**src/rtl/activation_buffer.sv**
```systemverilog
// Collects one layer of signed neuron results, requantizes each (ReLU, arithmetic
// shift, unsigned saturation) and presents the layer as a flattened register vector.
module activation_buffer #(
    parameter int NUM_NEURONS = 32,
    parameter int WIDTH_IN    = 32,
    parameter int WIDTH_OUT   = 8,
    parameter int SHIFT       = 8,
    localparam int CW         = $clog2(NUM_NEURONS + 1)
) (
    input  logic                             clk,
    input  logic                             reset,
    input  logic                             start,
    input  logic                             in_valid,
    input  logic signed [WIDTH_IN-1:0]       in_data,
    output logic [WIDTH_OUT*NUM_NEURONS-1:0] out_data,
    output logic                             out_valid,
    output logic                             layer_done,
    output logic                             busy,
    output logic                             drop_err,
    output logic [CW-1:0]                    count
);

    typedef enum logic [1:0] {IDLE, COLLECT, DONE} state_t;

    localparam logic signed [WIDTH_IN-1:0] SAT_MAX =
        signed'({{(WIDTH_IN-WIDTH_OUT+1){1'b0}}, {(WIDTH_OUT-1){1'b1}}});

    function automatic logic [WIDTH_OUT-1:0] requant(input logic signed [WIDTH_IN-1:0] x);
        logic signed [WIDTH_IN-1:0] s;
        logic [WIDTH_OUT-1:0]       r;
        s = x >>> SHIFT;
        if (x < 0)
            r = '0;
        else if (s > SAT_MAX)
            r = SAT_MAX[WIDTH_OUT-1:0];
        else
            r = s[WIDTH_OUT-1:0];
        return r;
    endfunction

    state_t               state, state_next;
    logic [WIDTH_OUT-1:0] act_buf [NUM_NEURONS];
    logic [WIDTH_OUT-1:0] act_p0;
    logic                 write_en, drop;

    assign act_p0   = requant(in_data);
    // start always wins over a same-cycle sample, so neither a write nor a drop occurs.
    assign write_en = (state == COLLECT) && in_valid && !start;
    assign drop     = (state != COLLECT) && in_valid && !start;

    always_comb begin
        state_next = state;
        case (state)
            IDLE:    if (start) state_next = COLLECT;
            COLLECT: begin
                if (start)
                    state_next = COLLECT;
                else if (in_valid && count == CW'(NUM_NEURONS - 1))
                    state_next = DONE;
            end
            DONE:    state_next = start ? COLLECT : IDLE;
            default: state_next = IDLE;
        endcase
    end

    always_ff @(posedge clk) begin
        if (reset) begin
            state     <= IDLE;
            count     <= '0;
            out_valid <= 1'b0;
            drop_err  <= 1'b0;
            for (int i = 0; i < NUM_NEURONS; i++) act_buf[i] <= '0;
        end else begin
            state <= state_next;
            if (start) begin
                count     <= '0;
                out_valid <= 1'b0;
                drop_err  <= 1'b0;
                for (int i = 0; i < NUM_NEURONS; i++) act_buf[i] <= '0;
            end else begin
                if (write_en) begin
                    for (int i = 0; i < NUM_NEURONS; i++)
                        if (count == CW'(i)) act_buf[i] <= act_p0;
                    count <= count + CW'(1);
                end
                if (state == DONE) out_valid <= 1'b1;
                if (drop) drop_err <= 1'b1;
            end
        end
    end

    // Output stage: everything below is a direct view of registered state.
    assign busy       = (state == COLLECT);
    assign layer_done = (state == DONE);

    for (genvar g = 0; g < NUM_NEURONS; g++) begin : g_out
        assign out_data[(g+1)*WIDTH_OUT-1 -: WIDTH_OUT] = act_buf[g];
    end

endmodule

```
**config.mk**
```make
export PLATFORM = sky130hd
export DESIGN_NAME = activation_buffer
export DESIGN_NICKNAME = d
export VERILOG_FILES = /design/src/rtl/activation_buffer.sv
export SDC_FILE = /design/constraint.sdc
export NUM_CORES = 1
export LEC_CHECK = 0
export ABC_AREA = 0
export BUFFER_PORTS_ARGS = -buffer_cell sky130_fd_sc_hd__buf_2
export CORE_ASPECT_RATIO = 1.25
export CORE_MARGIN = 1.5
export CORE_UTILIZATION = 55
export CTS_CLUSTER_SIZE = 20
export DETAILED_ROUTE_END_ITERATION = 12
export GPL_ROUTABILITY_DRIVEN = 0
export PLACE_DENSITY_LB_ADDON = 0.25
export SLEW_MARGIN = 20
export SYNTH_ARGS = -nofsm -noshare
export SYNTH_HDL_FRONTEND = slang
export SYNTH_SLANG_ARGS = --single-unit
export TNS_END_PERCENT = 20
```
**constraint.sdc**
```tcl
create_clock -name clk -period 4.8 [get_ports clk]
set_input_delay 0.96 -clock clk [delete_from_list [all_inputs] [get_ports clk]]
set_output_delay 0.96 -clock clk [all_outputs]
set_load 0.005 [all_outputs]
```
### After elaboration in Yosys (flattened, before gate mapping)

Memory sizes are Yosys's and may differ from the RTL's.
Index checks and enable logic that the tools add are counted.

| cells by class | value |
|---|---|
| $add $sub $neg | 1 |
| order comparisons | 2 |
| equal/unequal tests | 36 |
| muxes and demuxes | 236 |
| bitwise gates (word level) | 64 |
| reductions and logical operators | 10 |

Operator list:

| operator | count |
|---|---|
| $mux W8 | 66 |
| $mux W1 | 166 |
| $eq A6 B5 Y1 const B | 16 |
| $or A1 B1 Y1 | 64 |
| $eq A6 B4 Y1 const B | 8 |
| $lt A32 B1 Y1 const B | 1 |
| $eq A6 B3 Y1 const B | 4 |
| $gt A24 B8 Y1 const B | 1 |
| $eq A6 B2 Y1 const B | 2 |
| $add A6 B1 Y6 const B | 1 |
| $eq A6 B1 Y1 const B | 1 |
| $logic_not A6 Y1 | 1 |
| $mux W2 | 3 |
| $pmux W2 S3 | 1 |
| $logic_and A1 B1 Y1 | 5 |
| $ne A3 B2 Y1 const B | 1 |
| $eq A2 B1 Y1 const B | 1 |
| $eq A2 B2 Y1 const B | 1 |
| $logic_not A2 Y1 | 1 |
| $ne A2 B1 Y1 const B | 1 |
| $ne A2 B2 Y1 const B | 1 |
| $reduce_and A2 Y1 | 1 |
| $reduce_or A2 Y1 | 1 |
| $logic_not A1 Y1 | 1 |

| word-level totals | value |
|---|---|
| bits in registers | 10 |
| memory bits (writable) | 256 |
| output and inout bits | 266 |
| memories kept | 1 |

Memories:

| name | depth | width | read ports | clocked after Yosys merged registers in | wr ports | line | text |
|---|---|---|---|---|---|---|---|
| act_buf | 32 | 8 | 32 | 0 | 32 | 42 | `logic [WIDTH_OUT-1:0] act_buf [NUM_NEURONS];` |

### Longest topological paths before layout

| logic depth | value |
|---|---|
| word-level depth | 8 |
| depth in mapped cells | 6 |
| gate-level depth less buffers | 5 |

### Least setup slack after synthesis

OpenSTA, ideal clock, no wires.

| timing | value |
|---|---|
| path type | input to register |
| start | input start |
| end | memory act_buf[30][0] (netlist: act_buf[1][112]) (enable) |
| library setup time | 0.384 ns |
| arrival | 2.211 ns |
| slack | 2.205 ns |
| stages on the path | 4 |
| buffers on the path | 1 |
| path through | and4bb_2 > buf_2 > nand2_1 > o21ai_0 |

RTL lines:

| item | line | text |
|---|---|---|
| from (decl) | 12 | `input logic start,` |
| to (decl) | 42 |  |

==> summary.md <==
| Metric | Value |
|---|---|
| GR Overflow Total | 0 |
| Worst-skew pair later-pin latency | 510 ps |
| Nets | 1,048 |
| Clock tree skew after final layout | 8.32 ps |
| Synthesis-stage register bit count | 266 |
| Most frequently used flop master after synthesis | edfxtp_1 |
| Sink Count | 266 |
| Per-cell routed wire length | 19.6 microns |
| Initial cell density of the core | 56.7% |
| Count of endpoints failing setup in the final report | 0 |
| Total global routing track utilization | 26.2% |
| Main combinational cell family by area after synthesis | simple AND/OR/NAND/NOR gates |
| Delay contributed by the slowest stage of the critical path | 620 ps |
| Kind of start point of the critical path | input pin |
| TritonCTS clock tree | built |
| CP Max Fanout | 15 |
| # diodes | 0 |
| Width of the chip | 121 microns |
| Max Cap Violations | 0 |
| WS Path Type | in2reg |
| Fraction of the mapped netlist area in compound gates | 2.09% |
| Via count of the first global-routing pass | 6,301 |
| Per-instance average area after synthesis | 14.1 sq um |
| Worst IR drop on VDD | 361 uV |
| Inserted Clock Buffers | 24 |
| Floorplan die area | 0.0183 sq mm |
| Post-Synthesis Cell Area | 0.00962 sq mm |
| First-pass detailed-route iteration total | 5 |
| Post-synth top area cell | edfxtp_1 |
| Adder and majority cell fraction of the synthesized area | 0.520% |
| Number of routed nets with antenna violations | 0 |
| Port Buf Inserts | 293 |
| Core ar. | 0.0170 sq mm |
| Placement Rows | 53 |
| Worst-margin pin slew | 1130 ps |
| Number of buffers inserted to repair setup after CTS | 0 |
| Crit end category | flop |
| Critical path data arrival time | 2940 ps |
| Non-Filler Cell Area, Final | 0.0123 sq mm |
| Instance area after placement | 0.0115 sq mm |
| Critical-path cell with the highest stage delay | and2_0 |
| Mean number of vias per cell | 5.25 |
| Maximum clock insertion buffer count | 3 |
| Clock transition at the registers of the reported paths | 60 ps |
| Async S/R FF share, synth | 0% |
| Minimum clock period after layout | 2760 ps |
| Path type of the worst min-delay path | reg2reg |
| Die span in y | 151 microns |
| Number of remaining DRC errors | 0 |
| Post-layout total power | 0.00478 W |
| Overall routed net length | 24,400 microns |
| Critical register-to-register path startpoint | state[0] |
| Number of instances in the synthesized netlist | 682 |
| Hold Startpoint | drop_err |
| WP data required | 4980 ps |
| Ranking of synthesized cells by area | edfxtp_1 (77%), nor2_1 (9.4%), dfxtp_1 (3.7%), nand2_1 (2.5%), buf_2 (1.3%) |
| Htree depth | 1 |
| Run status | finished, final reports clean |
| Post-Synth XOR/XNOR Area | 0.455% |
| Hold violation total from the final report | 0 |
| Placed wire-length estimate after detailed placement | 17,000 microns |
| Yosys warning total | 0 |
| Iteration-0 DRC Markers | 455 |
| Cell chain of the critical path | buf_2, and4bb_2, and2_0, nand2_1, nand2_1 |
| Layout Area Growth over Synthesis | 27.4% |
| Total of hold buffers inserted after clock tree synthesis | 0 |
| Most used cell along the critical path | nand2_1 |
| Multiplexer share of the synthesized area | 0% |
| Simple-gate area share of the yosys netlist | 13.9% |
| Number of synthesized flops with an enable pin | 248 |
| Antenna violations before repair | 0 |
| Worst slew slack as a fraction of its limit | 24.4% |
| Setup repair after global routing missed its margin | no |
| Maximum number of pins on one net before global-route repair | 32 |
| Synth cell count leaders | edfxtp_1 (248), nor2_1 (242), nand2_1 (64) |
| Top-level port count | 302 |
| Post-CTS sizing | 0 |
| CP startpoint | start |
| Final core utilization | 72.2% |
| Share of post-route cells with drive strength above 1 | 34.6% |
| Power per cell area | 390 mW/mm^2 |
| Max Fclk | 362 MHz |
| Max Transition Viols Final | 0 |
| Share of the clock period used by the worst path | 57.5% |
| Detailed-route via count | 6,546 |
| Sequential element share of the synthesized area | 81.2% |
| Root Buffer | clkbuf_16 |
| Leakage power summed over all cells | 5.43 nW |
| Share of the synthesized area in the top cell type | 77.4% |
| Final TNS setup | 0 ps |
| First-pass GRT wire length | 35,300 microns |
| Number of filler cells placed in the layout | 1,156 |
| Most numerous cell in the Yosys netlist | edfxtp_1 |
| Number of distinct library cell variants in the gate-level netlist after synthesis | 33 |
==> power breakdown <==
part / total [W] / internal (W) / switching (W)
sequential: 0.00267 / 0.00264 / 0.0000316
combinational: 0.000272 / 0.0000962 / 0.000176
clock: 0.00183 / 0.00102 / 0.000810
==> critical path, delay by kind of cell <==
kind / cells / cell delay (ps)
buffers and inverters: 1 / 130
and+or+nand+nor: 4 / 1840
==> through the flow <==
step           hold WS, ps  worst slack, ps  cells
6_report               458             2040   1246
5_1_grt                490             1890   1246
4_1_cts                462             2030   1245
3_5_place_dp           444             1510   1201
3_3_place_gp           431             1530   1201
2_1_floorplan          443             2210    712
==> sequential cells by signal, summed over array words and instances (netlist names) <==
| signal | flops |
|---|---|
| count | 6 |
| act_buf | 256 |
| out_valid | 1 |
| drop_err | 1 |
| state | 2 |
==> metal layers <==
metal	vias up	part of all wire, %	GRT usage (%)
met5	-	0	0
met4	0	3.6	11.5
met3	58	10	7.19
met2	385	50	45.8
met1	3129	36	30.2
li1	2974	-	-
==> cells by family after synthesis <==
| group | count (synthesis) |
|---|---|
| AOI/OAI and AO/OA | 34 |
| xor gates and xnor gates | 5 |
| adders and majority gates | 4 |
| buffers and inverters | 38 |
| DFF | 266 |
| other | 1 |
| and+or+nand+nor | 334 |
==> cell type report <==
class / count / area, sq um / share of cell area, %
flip-flops and latches: 266 / 7810 / 63.7
multi-input cells: 408 / 1820 / 14.9
repair buffers: 303 / 1560 / 12.7
clock buffers: 31 / 689 / 5.62
well taps: 220 / 275 / 2.25
clock inverters: 13 / 83.8 / 0.684
inverters: 5 / 18.8 / 0.153
==> final timing paths <==
kind / slack, ps / depth (start not counted) / endpoint
worst max-delay path: 2040 / 5 / act_buf[0][98]
worst min register to register: 460 / 1 / drop_err
worst max register to register: 2280 / 4 / act_buf[0][98]
worst min-delay path: 460 / 1 / drop_err
==> layout by cell type (no fill, tap or decap), drive strengths merged <==
cell type,synthesis,final
buf,25,303
edfxtp,248,248
nor2,242,242
nand2,64,64
conb,1,31
clkbuf,8,31
o21ai,29,29
dfxtp,18,18
clkinv,0,10
inv,5,6
and2,5,5
nor2b,4,4
nor4,4,4
ha,4,4
nand4,3,3
xor2,3,3
nor3,2,2
nand2b,2,2
nand3,2,2
xnor2,2,2
clkinvlp,0,2
and4bb,1,1
or3b,1,1
or3,1,1
or2,1,1
a21oi,1,1
o2111ai,1,1
a41oi,1,1
a221oi,1,1
nor3b,1,1
o21a,1,1
and3,1,1
No activity file was read; power rests on OpenSTA's default activity.
